**src/rtl/pll_ctrl_pkg.sv**
```systemverilog
// rtl/pll_ctrl_pkg.sv - shared encodings and defaults for the PLL control master
// Contents: command op encodings, master FSM states, PLL control register map,
// default bus widths.
package pll_ctrl_pkg;

    localparam int DEF_ADDR_W = 3;
    localparam int DEF_DATA_W = 16;

    localparam logic [2:0] REG_STATUS  = 3'd0;
    localparam logic [2:0] REG_CONTROL = 3'd1;

    typedef enum logic [1:0] {
        OP_WRITE = 2'b00,
        OP_READ  = 2'b01,
        OP_POLL  = 2'b10,
        OP_RSVD  = 2'b11
    } op_t;

    typedef enum logic [2:0] {
        ST_IDLE   = 3'd0,
        ST_ISSUE  = 3'd1,
        ST_RDWAIT = 3'd2,
        ST_GAP    = 3'd3,
        ST_RESP   = 3'd4
    } state_t;

endpackage

```
**src/rtl/pll_ctrl_master.sv**
```systemverilog
// rtl/pll_ctrl_master.sv - Avalon-MM master for single write/read/poll to the PLL control slave
// Ports:
//   clk, reset                 rising-edge clock, synchronous active-high reset
//   cmd_valid/cmd_ready        command handshake; ready only while idle
//   cmd_op/addr/wdata/mask     op (write/read/poll/reserved), address, write or compare data, poll mask
//   rsp_valid/rsp_data/rsp_error  one-cycle response pulse with read data and error flag
//   avm_*                      Avalon-MM master port (address, chipselect, read, write, data, waitrequest)
module pll_ctrl_master
    import pll_ctrl_pkg::*;
#(
    parameter int ADDR_W       = DEF_ADDR_W,
    parameter int DATA_W       = DEF_DATA_W,
    parameter int READ_LATENCY = 0,
    parameter int POLL_MAX     = 1024,
    parameter int POLL_GAP     = 4
) (
    input  logic              clk,
    input  logic              reset,
    input  logic              cmd_valid,
    output logic              cmd_ready,
    input  logic [1:0]        cmd_op,
    input  logic [ADDR_W-1:0] cmd_addr,
    input  logic [DATA_W-1:0] cmd_wdata,
    input  logic [DATA_W-1:0] cmd_mask,
    output logic              rsp_valid,
    output logic [DATA_W-1:0] rsp_data,
    output logic              rsp_error,
    output logic [ADDR_W-1:0] avm_address,
    output logic              avm_chipselect,
    output logic              avm_read,
    output logic              avm_write,
    output logic [DATA_W-1:0] avm_writedata,
    input  logic [DATA_W-1:0] avm_readdata,
    input  logic              avm_waitrequest
);

    // Counters load N-1 so that RDWAIT lasts READ_LATENCY cycles and GAP lasts POLL_GAP cycles.
    localparam logic [1:0]  LAT_LOAD   = (READ_LATENCY > 0) ? 2'(READ_LATENCY - 1) : 2'd0;
    localparam logic [7:0]  GAP_LOAD   = (POLL_GAP > 0) ? 8'(POLL_GAP - 1) : 8'd0;
    localparam logic [16:0] POLL_LIMIT = 17'(POLL_MAX);

    state_t            state;
    op_t               op_q;
    logic [ADDR_W-1:0] addr_q;
    logic [DATA_W-1:0] wdata_q;
    logic [DATA_W-1:0] mask_q;
    logic [1:0]        lat_cnt;
    logic [7:0]        gap_cnt;
    logic [15:0]       attempt_cnt;

    logic              sample_now;
    logic              poll_hit;
    logic [16:0]       attempt_next;

    // Read data is captured either in the accepting ISSUE cycle (zero latency)
    // or in the last RDWAIT cycle.
    always_comb begin
        sample_now = 1'b0;
        if (state == ST_ISSUE && !avm_waitrequest && op_q != OP_WRITE && READ_LATENCY == 0)
            sample_now = 1'b1;
        if (state == ST_RDWAIT && lat_cnt == 2'd0)
            sample_now = 1'b1;
    end

    assign poll_hit     = ((avm_readdata ^ wdata_q) & mask_q) == '0;
    // 17-bit sum so the limit compare is taken before the 16-bit counter could overflow.
    assign attempt_next = {1'b0, attempt_cnt} + 17'd1;

    always_ff @(posedge clk) begin
        if (reset) begin
            state          <= ST_IDLE;
            op_q           <= OP_WRITE;
            addr_q         <= '0;
            wdata_q        <= '0;
            mask_q         <= '0;
            lat_cnt        <= '0;
            gap_cnt        <= '0;
            attempt_cnt    <= '0;
            cmd_ready      <= 1'b0;
            rsp_valid      <= 1'b0;
            rsp_data       <= '0;
            rsp_error      <= 1'b0;
            avm_address    <= '0;
            avm_chipselect <= 1'b0;
            avm_read       <= 1'b0;
            avm_write      <= 1'b0;
            avm_writedata  <= '0;
        end else begin
            rsp_valid <= 1'b0;

            case (state)
                ST_IDLE: begin
                    cmd_ready <= 1'b1;
                    if (cmd_valid && cmd_ready) begin
                        cmd_ready   <= 1'b0;
                        op_q        <= op_t'(cmd_op);
                        addr_q      <= cmd_addr;
                        wdata_q     <= cmd_wdata;
                        mask_q      <= cmd_mask;
                        attempt_cnt <= '0;
                        if (op_t'(cmd_op) == OP_RSVD) begin
                            state     <= ST_RESP;
                            rsp_valid <= 1'b1;
                            rsp_data  <= '0;
                            rsp_error <= 1'b1;
                        end else begin
                            state          <= ST_ISSUE;
                            avm_chipselect <= 1'b1;
                            avm_address    <= cmd_addr;
                            avm_read       <= (op_t'(cmd_op) != OP_WRITE);
                            avm_write      <= (op_t'(cmd_op) == OP_WRITE);
                            avm_writedata  <= (op_t'(cmd_op) == OP_WRITE) ? cmd_wdata : '0;
                        end
                    end
                end

                ST_ISSUE: begin
                    if (!avm_waitrequest) begin
                        avm_chipselect <= 1'b0;
                        avm_read       <= 1'b0;
                        avm_write      <= 1'b0;
                        avm_address    <= '0;
                        avm_writedata  <= '0;
                        if (op_q == OP_WRITE) begin
                            state     <= ST_RESP;
                            rsp_valid <= 1'b1;
                            rsp_data  <= '0;
                            rsp_error <= 1'b0;
                        end else if (READ_LATENCY != 0) begin
                            state   <= ST_RDWAIT;
                            lat_cnt <= LAT_LOAD;
                        end
                    end
                end

                ST_RDWAIT: begin
                    if (lat_cnt != 2'd0)
                        lat_cnt <= lat_cnt - 2'd1;
                end

                ST_GAP: begin
                    if (gap_cnt != 8'd0) begin
                        gap_cnt <= gap_cnt - 8'd1;
                    end else begin
                        state          <= ST_ISSUE;
                        avm_chipselect <= 1'b1;
                        avm_read       <= 1'b1;
                        avm_address    <= addr_q;
                    end
                end

                ST_RESP: begin
                    state     <= ST_IDLE;
                    cmd_ready <= 1'b1;
                end

                default: state <= ST_IDLE;
            endcase

            // Sample handling overrides the per-state defaults above.
            if (sample_now) begin
                if (op_q == OP_READ || poll_hit) begin
                    state     <= ST_RESP;
                    rsp_valid <= 1'b1;
                    rsp_data  <= avm_readdata;
                    rsp_error <= 1'b0;
                end else if (attempt_next >= POLL_LIMIT) begin
                    state     <= ST_RESP;
                    rsp_valid <= 1'b1;
                    rsp_data  <= avm_readdata;
                    rsp_error <= 1'b1;
                end else begin
                    attempt_cnt <= attempt_next[15:0];
                    if (POLL_GAP == 0) begin
                        state          <= ST_ISSUE;
                        avm_chipselect <= 1'b1;
                        avm_read       <= 1'b1;
                        avm_address    <= addr_q;
                    end else begin
                        state   <= ST_GAP;
                        gap_cnt <= GAP_LOAD;
                    end
                end
            end
        end
    end

endmodule

```
**config.mk**
```make
export PLATFORM = sky130hd
export DESIGN_NAME = pll_ctrl_master
export DESIGN_NICKNAME = d
export VERILOG_FILES = /design/src/rtl/pll_ctrl_pkg.sv /design/src/rtl/pll_ctrl_master.sv
export SDC_FILE = /design/constraint.sdc
export NUM_CORES = 1
export LEC_CHECK = 0
export BUFFER_PORTS_ARGS = -buffer_cell sky130_fd_sc_hd__buf_4
export CAP_MARGIN = 20
export CELL_PAD_IN_SITES_DETAIL_PLACEMENT = 0
export CELL_PAD_IN_SITES_GLOBAL_PLACEMENT = 1
export CORE_MARGIN = 2
export CORE_UTILIZATION = 37
export DETAILED_ROUTE_END_ITERATION = 8
export HOLD_SLACK_MARGIN = 0.08
export PLACE_DENSITY = 0.85
export SYNTH_ARGS = -nofsm -noshare
export SYNTH_HDL_FRONTEND = slang
export SYNTH_SLANG_ARGS = --single-unit
export TNS_END_PERCENT = 100
```
**constraint.sdc**
```tcl
create_clock -name clk -period 2.09 [get_ports clk]
set_clock_uncertainty 0.05 [all_clocks]
set_input_delay 0.1045 -clock clk [delete_from_list [all_inputs] [get_ports clk]]
set_output_delay 0.1045 -clock clk [all_outputs]
set_load 0.05 [all_outputs]
```
==> results by group, run 1 <==
Detailed routing
  • Met3 Routed Length: 602 µm
  • Routed Antenna Nets: 0
  • Via count: 4697
  • First drt pass iteration count: 4
  • Initial DRC count: 248
  • Ratio of routed vias to standard cells: 5.09
  • Wire length per cell: 15.0 µm
  • Drc violations: 0
  • Metal-1 WL: 6030 µm
  • Metal2 WL: 6950 µm
  • Highest Signal Layer: met4
  • Final wirelength: 13800 µm

Die
  • Die X: 118 µm
  • Cell row count: 41
  • Die Area: 14000 µm²
  • I/O Pins: 98
  • Core area: 12700 µm²
  • Initial core utilization: 38.0%
  • Chip height: 118 µm

Yosys
  • Largest cells by area after synthesis: dfxtp_1 (44%), nand2_1 (7.0%), a21oi_1 (5.6%)
  • Yosys cell types: 51
  • Sequential element share of the synthesized area: 44.5%
  • Syn_nets: 627
  • Top_reg_cell synth: dfxtp_1
  • Mapped Area: 4820 µm²
  • Syn Area/Cell: 8.53 µm²
  • Cells after synthesis: 565
  • Number of enable flip-flop cells after synthesis: 0
  • Top-area cell type share of the netlist area: 44.5%
  • Largest area contributor in the netlist: dfxtp_1
  • Yosys reg bits: 107
  • Synthesis Warnings: 0
  • Asr flop ratio synth: 0%

Clock network
  • Cts bufs inserted: 9
  • Clock Latency Late Sink: 0.35 ns
  • Max Root-Sink Buffers: 2
  • CTS tree: built
  • CTS root buf: clkbuf_16
  • Depth of the CTS H-tree: 3
  • # clock sinks: 107
  • Clk slew on worst S/H paths: 0.07 ns

Timing
  • Final Hold Vio Count: 0
  • RSZ-0062 raised after global routing: yes
  • Post-route clock period utilization: 104%
  • Tmin final: 2.18 ns
  • Worst hold slack: 0.190 ns
  • Relative slew slack: 56.9%
  • Final setup TNS: -1.75 ns
  • Fmax: 459 MHz
  • Slew @ Worst Pin: 0.641 ns
  • Max Transition Viols Final: 0
  • Final setup violation count: 33
  • Worst setup margin: -0.0869 ns

Place
  • Buffers added on ports: 97
  • Placed Area: 6020 µm²
  • Placed wire-length estimate: 9190 µm
  • Routability cong.: 0.815

Power and ir drop
  • Final Power: 7.22 mW
  • Worst vdd ir: 0.551 mV
  • Pleak: 2.87 nW
  • PD cells: 1010 nW/µm²

Setup path
  • CP startpoint kind: flop
  • Critical Path Slowest Stage Cell: a221o_1
  • Crit-path max cell delay: 0.40 ns
  • Worst-path cell chain: ha_4 -> nand3_4 -> nor4_2 -> a2bb2oi_2 -> a221o_1 -> buf_4 -> buf_6 -> buf_6 -> o21ai_2 -> a21oi_1
  • Data arrival time of the critical path: 2.33 ns
  • CP Data Required Time: 2.24 ns
  • CP dominant cell by count: buf_6
  • CP Capture Type: flop
  • WS Path Type: reg2reg
  • CP max FO: 5

GRT
  • Global-route wire length before repair: 22500 µm
  • Initial antenna violation count: 0
  • Largest net degree at the start of global routing: 64
  • Total gr overflow: 0
  • Gr usage total: 19.5%
  • Vias in the first global route: 4772

Run
  • Max-cap viol count: 0

Layout
  • Most frequent cells in the layout: buf_4 (141), dfxtp_1 (99), nand2_1 (90)
  • Ant. Diodes: 0
  • Post-route cell area: 7160 µm²
  • Area growth syn-to-layout: 48.6%
  • Commonest non-fill, non-tap cell in the layout: buf_4
  • Share of layout cells above drive strength 1: 29.3%
  • Util after Layout: 56.5%
  • Fin nets: 807

Status
  • Failing checks: negative setup slack
  • Outcome: complete, but fails checks

Hold path
  • Hold Crit Class: in2reg
## critical path, delay by kind of cell (launching register included)
kind,cells,cell delay [ns]
and+or+nand+nor,2,0.43
buffers and inverters,3,0.38
adders and majority gates,1,0.14
AOI/OAI and AO/OA,4,0.69
DFF,1,0.36
## cell usage after synthesis, types with 2 or more instances
cell type	instances
xor2_1	18
ha_1	5
or4_1	3
xnor2_1	5
a31oi_1	3
o21ai_0	6
o211ai_1	11
buf_6	2
nand3b_1	17
o31ai_1	7
nor4_1	9
clkbuf_1	32
a21oi_1	54
nor2b_1	2
nand2_1	90
o311ai_0	2
and3_1	2
o21a_1	2
a22oi_1	24
nand3_1	10
nor3_1	15
dfxtp_1	107
and2_1	7
a211oi_1	3
a2bb2oi_1	2
nor2_1	41
nand2b_1	26
or2_2	2
mux2i_1	18
nand4_1	7
inv_1	9
a311oi_1	5
## routing by layer
layer  GRT usage [%]  vias to the layer above
met5               0                        -
met4            7.15                        0
met3            3.88                       22
met2            34.3                       97
met1            23.4                     2231
li1                -                     2347
## cells by family (layout without fill, tap and decap cells)
logic type,count (synthesis),in the layout,synth area share [%]
AOI/OAI and AO/OA,126,126,17.1
xor gates and xnor gates,23,23,4.18
adders and majority gates,5,5,1.30
buffers and inverters,46,231,4.00
DFF,107,107,44.5
muxes,18,18,3.74
and+or+nand+nor,240,240,25.2
## sequential cells by signal (all words and copies together), names as in the netlist, 2 cells and up
signal,count
attempt_cnt,16
avm_writedata,16
mask_q,16
rsp_data,16
wdata_q,16
gap_cnt,8
addr_q,3
avm_address,3
state,3
lat_cnt,2
op_q,2
## stage by stage
stage               worst slack [ns]  cells
global placement             -0.0565    840
finish                       -0.0869    922
detailed placement            -0.116    840
floorplan                    -0.0336    565
CTS                          -0.0805    916
global route                  -0.212    922
## what timing repair did
action / in CTS / in global routing
hold endpoints to repair: 72 / 0
hold buffers: 53 / 0
pin swaps: 13 / 19
gates cloned: 1 / 2
setup endpoints to repair: 38 / 45
setup buffers: 6 / 4
resized for setup: 27 / 25
## final cells by class
class                      count  area (µm²)
clock buffer                  10         239
clock inverter                 6        47.5
fill                        1139        5510
inverter                       9        33.8
multi-input combinational    412        2710
sequential                   107        2160
tap                          172         215
timing repair buffer         206        1760
## path summary, 6_finish.rpt
kind                            slack (ns)        endpoint       startpoint  cells after the start
worst max-delay path                 -0.09  attempt_cnt[1]   attempt_cnt[1]                     10
worst min register to register        0.41       mask_q[7]        mask_q[7]                      2
worst min-delay path                  0.19        state[0]  avm_waitrequest                      5
worst max register to register       -0.09  attempt_cnt[1]   attempt_cnt[1]                     10
## where the power goes
part           switching (mW)  internal, mW
logic                    1.80          1.19
registers               0.232          2.35
clock network           0.791         0.852
total                    2.82          4.40
Power figures use the tool's default switching activity.
==> run 2: changes to the inputs <==
- SETUP_SLACK_MARGIN: not set -> 0.05
==> results by group, run 2 (synthesized netlist as in run 1, its figures left out) <==
Status
  • Outcome: complete, but fails checks
  • Failing checks: negative setup slack

Die
  • Initial core utilization: 38.0% (unchanged)
  • Cell row count: 41 (unchanged)
  • Die Area: 14000 µm² (unchanged)
  • Chip height: 118 µm (unchanged)
  • Core area: 12700 µm² (unchanged)
  • Die X: 118 µm (unchanged)
  • I/O Pins: 98 (unchanged)

GRT
  • Vias in the first global route: 4671 (-2.1%)
  • Total gr overflow: 0 (unchanged)
  • GRT met3 Usage: 4.60% (+0.73 points)
  • Initial antenna violation count: 0 (unchanged)
  • Largest net degree at the start of global routing: 52 (-19%)
  • Met1 Use GR: 23.2% (-0.17 points)
  • Global-route wire length before repair: 22300 µm (-0.98%)
  • Gr busiest metal: met2
  • Met2 usage: 34.1% (-0.22 points)
  • Gr usage total: 19.3% (-0.16 points)

Timing
  • Tmin final: 2.20 ns (+0.0185 ns)
  • Final Hold Vio Count: 0 (unchanged)
  • Worst setup margin: -0.105 ns (-0.0185 ns)
  • Max Transition Viols Final: 0 (unchanged)
  • Worst hold slack: 0.171 ns (-0.0188 ns)
  • Relative slew slack: 56.5% (-0.35 points)
  • Final setup violation count: 36 (+9.1%)
  • Fmax: 455 MHz (-0.84%)
  • Slew @ Worst Pin: 0.646 ns (+0.00519 ns)
  • RSZ-0062 raised after global routing: yes
  • Post-route clock period utilization: 105% (+0.89 points)

Place
  • Buffers added on ports: 97 (unchanged)
  • Routability cong.: 0.804 (-1.4%)
  • Inst Count DP: 838 (-0.24%)
  • Placed Area: 5980 µm² (-0.66%)
  • Placed wire-length estimate: 9140 µm (-0.47%)

Setup path
  • Crit-path max cell delay: 0.42 ns (+0.02 ns)
  • Critical Path Slowest Stage Cell: a221o_1
  • CP startpoint kind: flop
  • Worst-path cell chain: ha_4 -> nand3_4 -> nor4_4 -> a2bb2oi_2 -> a221o_1 -> o21a_4 -> buf_12 -> mux2i_1
  • CP Capture Type: flop
  • Data arrival time of the critical path: 2.42 ns (+0.09 ns)
  • CP Data Required Time: 2.32 ns (+0.08 ns)
  • CP max FO: 8 (+3)
  • WS Path Type: reg2reg

Clock network
  • CTS tree: built
  • Cts bufs inserted: 9 (unchanged)
  • Depth of the CTS H-tree: 3 (unchanged)
  • Max Root-Sink Buffers: 2 (unchanged)
  • CTS root buf: clkbuf_16
  • Clk slew on worst S/H paths: 0.07 ns (about the same)
  • # clock sinks: 107 (unchanged)
  • Clock Latency Late Sink: 0.35 ns (about the same)

Detailed routing
  • Wire length per cell: 15.0 µm (+0.22%)
  • Via count: 4664 (-0.70%)
  • Drc violations: 0 (unchanged)
  • Final wirelength: 13800 µm (about the same)
  • Routed Antenna Nets: 0 (unchanged)
  • Ratio of routed vias to standard cells: 5.07 (-0.49%)
  • Initial DRC count: 187 (-25%)
  • First drt pass iteration count: 5 (+1)

Power and ir drop
  • Net Switching: 2.79 mW (-1.0%)
  • Power Internal: 4.54 mW (+3.2%)
  • Worst vdd ir: 0.429 mV (-22%)
  • Clock Power Share: 24.3% (+1.5 points)
  • PD cells: 1040 nW/µm² (+2.8%)
  • Combinational share of power: 40.1% (-1.3 points)
  • Reg power frac: 35.6% (-0.2 points)
  • Switching Fraction: 38.1% (-1.0 points)
  • Pleak: 2.85 nW (-0.59%)

Layout
  • Non-Filler Instances: 920 (-0.22%)
  • Area growth syn-to-layout: 46.8%
  • Fillers: 1117 (-1.9%)
  • Most frequent cells in the layout: buf_4 (146), dfxtp_1 (101), nand2_1 (89)
  • Commonest non-fill, non-tap cell in the layout: buf_4
  • Fin nets: 805 (-0.25%)
  • Util after Layout: 55.8% (-0.68 points)
  • Share of layout cells above drive strength 1: 27.1% (-2.2 points)
  • Post-route cell area: 7070 µm² (-1.2%)
  • Ant. Diodes: 0 (unchanged)

Run
  • Max-cap viol count: 0 (unchanged)

Hold path
  • Hold Crit Class: in2reg
==> run 2: cell types whose count changed in the layout (fill, tap and decap cells not counted), sizes merged <==
cell and change:
clkinv -1, buf -1, bufinv +1, inv -1
==> run 2: stage by stage <==
step                power (mW)  TNS, ns  worst slack, ns
floorplan                 4.38   -0.476          -0.0336
global placement          5.20  -0.0632          -0.0632
detailed placement        5.25    -1.34           -0.136
CTS                       7.22   -0.394          -0.0489
global route              7.73    -6.08           -0.182
finish                    7.33    -2.20           -0.105
==> run 2: critical path, delay by kind of cell (launching register included) <==
kind | cells | cell delay, ns
buffers and inverters | 1 | 0.15
adders and majority gates | 1 | 0.15
and+or+nand+nor | 2 | 0.43
AOI/OAI and AO/OA | 3 | 0.80
DFF | 1 | 0.37
muxes | 1 | 0.16
==> run 2: final cells by class <==
type	count	area [µm²]	share of cell area (%)
well taps	172	215	3.04
inverters	9	33.8	0.478
multi-input cells	412	2650	37.4
clock inverters	5	60.1	0.849
flip-flops and latches	107	2150	30.5
clock buffers	11	253	3.57
repair buffers	204	1710	24.2
==> run 2: worst paths after layout <==
kind | to | cells past startpoint | from | slack [ns]
min | gap_cnt[0] | 2 | reset | 0.17
max | rsp_data[12] | 8 | attempt_cnt[1] | -0.11
max reg2reg | rsp_data[12] | 8 | attempt_cnt[1] | -0.11
min reg2reg | mask_q[13] | 2 | mask_q[13] | 0.41
==> run 2: timing repair <==
action | CTS | global route
gates resized for setup | 9 | 23
buffers inserted | 6 | 5
hold buffers | 53 | 0
cloned | 1 | 1
hold endpoints to repair | 72 | 0
endpoints found under the setup margin | 32 | 50
pin swaps | 6 | 7
==> run 2: routing by layer <==
metal / up-vias / wire (µm) / part of all wire, %
met5: - / 0 / 0
met4: 0 / 153 / 1.1
met3: 15 / 645 / 4.7
met2: 92 / 7020 / 51
met1: 2217 / 6010 / 43
li1: 2340 / - / -
==> run 2: power groups by stage <==
| stage | Clock [mW] | Sequential, mW | Combinational [mW] |
|---|---|---|---|
| 3_5_place_dp | 0 | 2.65 | 2.61 |
| 6_report | 1.78 | 2.61 | 2.94 |
| 2_1_floorplan | 0 | 3.05 | 1.34 |
| 4_1_cts | 1.80 | 2.60 | 2.82 |
| 5_1_grt | 1.90 | 2.65 | 3.18 |
| 3_3_place_gp | 0 | 2.63 | 2.57 |
==> run 3: changes to the inputs <==
- RECOVER_POWER: not set -> 100
==> results by group, run 3 (synthesized netlist as in run 1, its figures left out) <==
Setup path
  • FF-to-FF path depth: 8 (unchanged)
  • CP Capture Type: flop
  • Crit-path max cell delay: 0.43 ns (about the same)
  • Crit. path cell count: 8 (unchanged)
  • CP Data Required Time: 2.32 ns (about the same)
  • Data arrival time of the critical path: 2.42 ns (about the same)
  • CP startpoint kind: flop
  • Worst-path cell chain: ha_4 -> nand3_4 -> nor3_4 -> nand4_1 -> a221o_1 -> o21a_4 -> buf_12 -> mux2i_1
  • Critical Path Slowest Stage Cell: a221o_1
  • Reg-to-Reg Start: attempt_cnt[1]
  • WS Path Type: reg2reg
  • Critical path origin: attempt_cnt[1]
  • CP max FO: 8 (unchanged)
  • CP top delay family: compound AO/OA/AOI/OAI gates
  • Bufs and invs on worst path: 1 (unchanged)
  • Worst R2R Setup Slack: -0.11 ns (about the same)

Die
  • Die Area: 14000 µm² (unchanged)
  • Die X: 118 µm (unchanged)
  • Core area: 12700 µm² (unchanged)
  • Chip height: 118 µm (unchanged)
  • Cell row count: 41 (unchanged)
  • I/O Pins: 98 (unchanged)
  • Initial core utilization: 38.0% (unchanged)

Clock network
  • # clock sinks: 107 (unchanged)
  • CTS tree: built
  • Depth of the CTS H-tree: 3 (unchanged)
  • Clk slew on worst S/H paths: 0.07 ns (about the same)
  • CTS root buf: clkbuf_16
  • Clock Latency Late Sink: 0.35 ns (about the same)
  • Cts bufs inserted: 9 (unchanged)
  • Max Root-Sink Buffers: 2 (unchanged)

Status
  • Failing checks: negative setup slack
  • Outcome: complete, but fails checks

Layout
  • Fin nets: 805 (unchanged)
  • Post-route cell area: 6920 µm² (-2.2%)
  • Fillers: 1164 (+4.2%)
  • Commonest non-fill, non-tap cell in the layout: buf_4
  • Share of layout cells above drive strength 1: 21.7% (-5.5 points)
  • Area growth syn-to-layout: 43.5%
  • Ant. Diodes: 0 (unchanged)
  • Util after Layout: 54.6% (-1.2 points)
  • Non-Filler Instances: 920 (unchanged)
  • Most frequent cells in the layout: buf_4 (104), dfxtp_1 (101), nand2_1 (89)

Detailed routing
  • Final wirelength: 13800 µm (-0.35%)
  • Ratio of routed vias to standard cells: 5.07 (about the same)
  • Routed Antenna Nets: 0 (unchanged)
  • Via count: 4663 (-0.021%)
  • Drc violations: 0 (unchanged)
  • First drt pass iteration count: 4 (-1)
  • Initial DRC count: 204 (+9.1%)
  • Wire length per cell: 15.0 µm (-0.35%)

GRT
  • Gr usage total: 19.3% (unchanged)
  • Total gr overflow: 0 (unchanged)
  • Global-route wire length before repair: 22300 µm (unchanged)
  • Initial antenna violation count: 0 (unchanged)
  • Vias in the first global route: 4671 (unchanged)
  • Largest net degree at the start of global routing: 52 (unchanged)

Timing
  • Final setup TNS: -2.32 ns (-0.118 ns)
  • Max Transition Viols Final: 0 (unchanged)
  • Final Hold Vio Count: 0 (unchanged)
  • Tmin final: 2.20 ns (+0.00253 ns)
  • Post-route clock period utilization: 105% (+0.12 points)
  • Slew @ Worst Pin: 0.666 ns (+0.0205 ns)
  • RSZ-0062 raised after global routing: yes
  • Fmax: 455 MHz (-0.11%)
  • Final setup violation count: 38 (+5.6%)
  • Worst setup margin: -0.108 ns (-0.00253 ns)
  • Relative slew slack: 55.8% (-0.78 points)

Power and ir drop
  • Switching Fraction: 38.7% (+0.64 points)
  • Reg power frac: 36.2% (+0.6 points)
  • Worst vdd ir: 0.427 mV (-0.28%)
  • PD cells: 1040 nW/µm² (+0.47%)
  • Power Internal: 4.42 mW (-2.8%)
  • Clock Power Share: 24.7% (+0.4 points)
  • Combinational share of power: 39.0% (-1.1 points)
  • Pleak: 2.68 nW (-6.1%)
  • Net Switching: 2.79 mW (-0.12%)

Place
  • Placed wire-length estimate: 9140 µm (unchanged)
  • Routability cong.: 0.804 (unchanged)
  • Setup WS pre-CTS: -0.136 ns (unchanged)
  • Placed Area: 5980 µm² (unchanged)
  • Buffers added on ports: 97 (unchanged)
  • Inst Count DP: 838 (unchanged)

Hold path
  • Hold path cells: 2 (unchanged)
  • Hold Crit Class: in2reg
  • Hold path startpoint: reset

Run
  • Max-cap viol count: 0 (unchanged)
==> run 3: changes by cell type in the layout (fill, tap and decap cells not counted), sizes merged <==
cell	before	now
clkbuf	11	53
buf	151	109
==> run 3: cell type report <==
cell class	instances	area, µm²	area share (%)
Sequential cell	107	2150	31.2
Timing Repair Buffer	204	1550	22.4
Multi-Input combinational cell	412	2650	38.3
Tap cell	172	215	3.11
Inverter	9	33.8	0.489
Clock inverter	5	60.1	0.868
Clock buffer	11	253	3.65
==> run 3: stage by stage <==
step                power [mW]  hold WS [ns]
detailed placement        5.25         0.314
finish                    7.20         0.170
global route              7.60         0.207
global placement          5.20         0.305
CTS                       7.22         0.150
floorplan                 4.38         0.190
==> run 3: worst paths after layout <==
check / endpoint
max: rsp_data[12]
min: gap_cnt[0]
max reg2reg: rsp_data[12]
min reg2reg: mask_q[13]
==> run 3: what timing repair did <==
action	4_1_cts	5_1_grt
endpoints found under the setup margin	32	50
hold buffers	53	0
gates resized for setup	9	23
setup buffers	6	5
pin swaps	6	7
hold endpoints to repair	72	0
cloned	1	1
==> run 3: power groups by stage <==
| stage | combinational [mW] | clock, mW | sequential [mW] |
|---|---|---|---|
| floorplan | 1.34 | 0 | 3.05 |
| detailed placement | 2.61 | 0 | 2.65 |
| finish | 2.81 | 1.78 | 2.61 |
| CTS | 2.82 | 1.80 | 2.60 |
| global placement | 2.57 | 0 | 2.63 |
| global route | 3.05 | 1.90 | 2.65 |
==> run 3: layer usage <==
| layer | vias to the layer above | wire length [µm] | GRT usage [%] | share of wire (%) |
|---|---|---|---|---|
| met5 | - | 0 | 0 | 0 |
| met4 | 0 | 151 | 5.72 | 1.1 |
| met3 | 14 | 617 | 4.60 | 4.5 |
| met2 | 95 | 7020 | 34.1 | 51 |
| met1 | 2212 | 5980 | 23.2 | 43 |
| li1 | 2342 | - | - | - |
==> run 3: worst reg2reg max path: cells and delay by family (launching register included) <==
family                     cells  cell delay [ns]
AOI/OAI and AO/OA              2             0.71
and+or+nand+nor                3             0.53
muxes                          1             0.17
DFF                            1             0.37
adders and majority gates      1             0.15
buffers and inverters          1             0.15
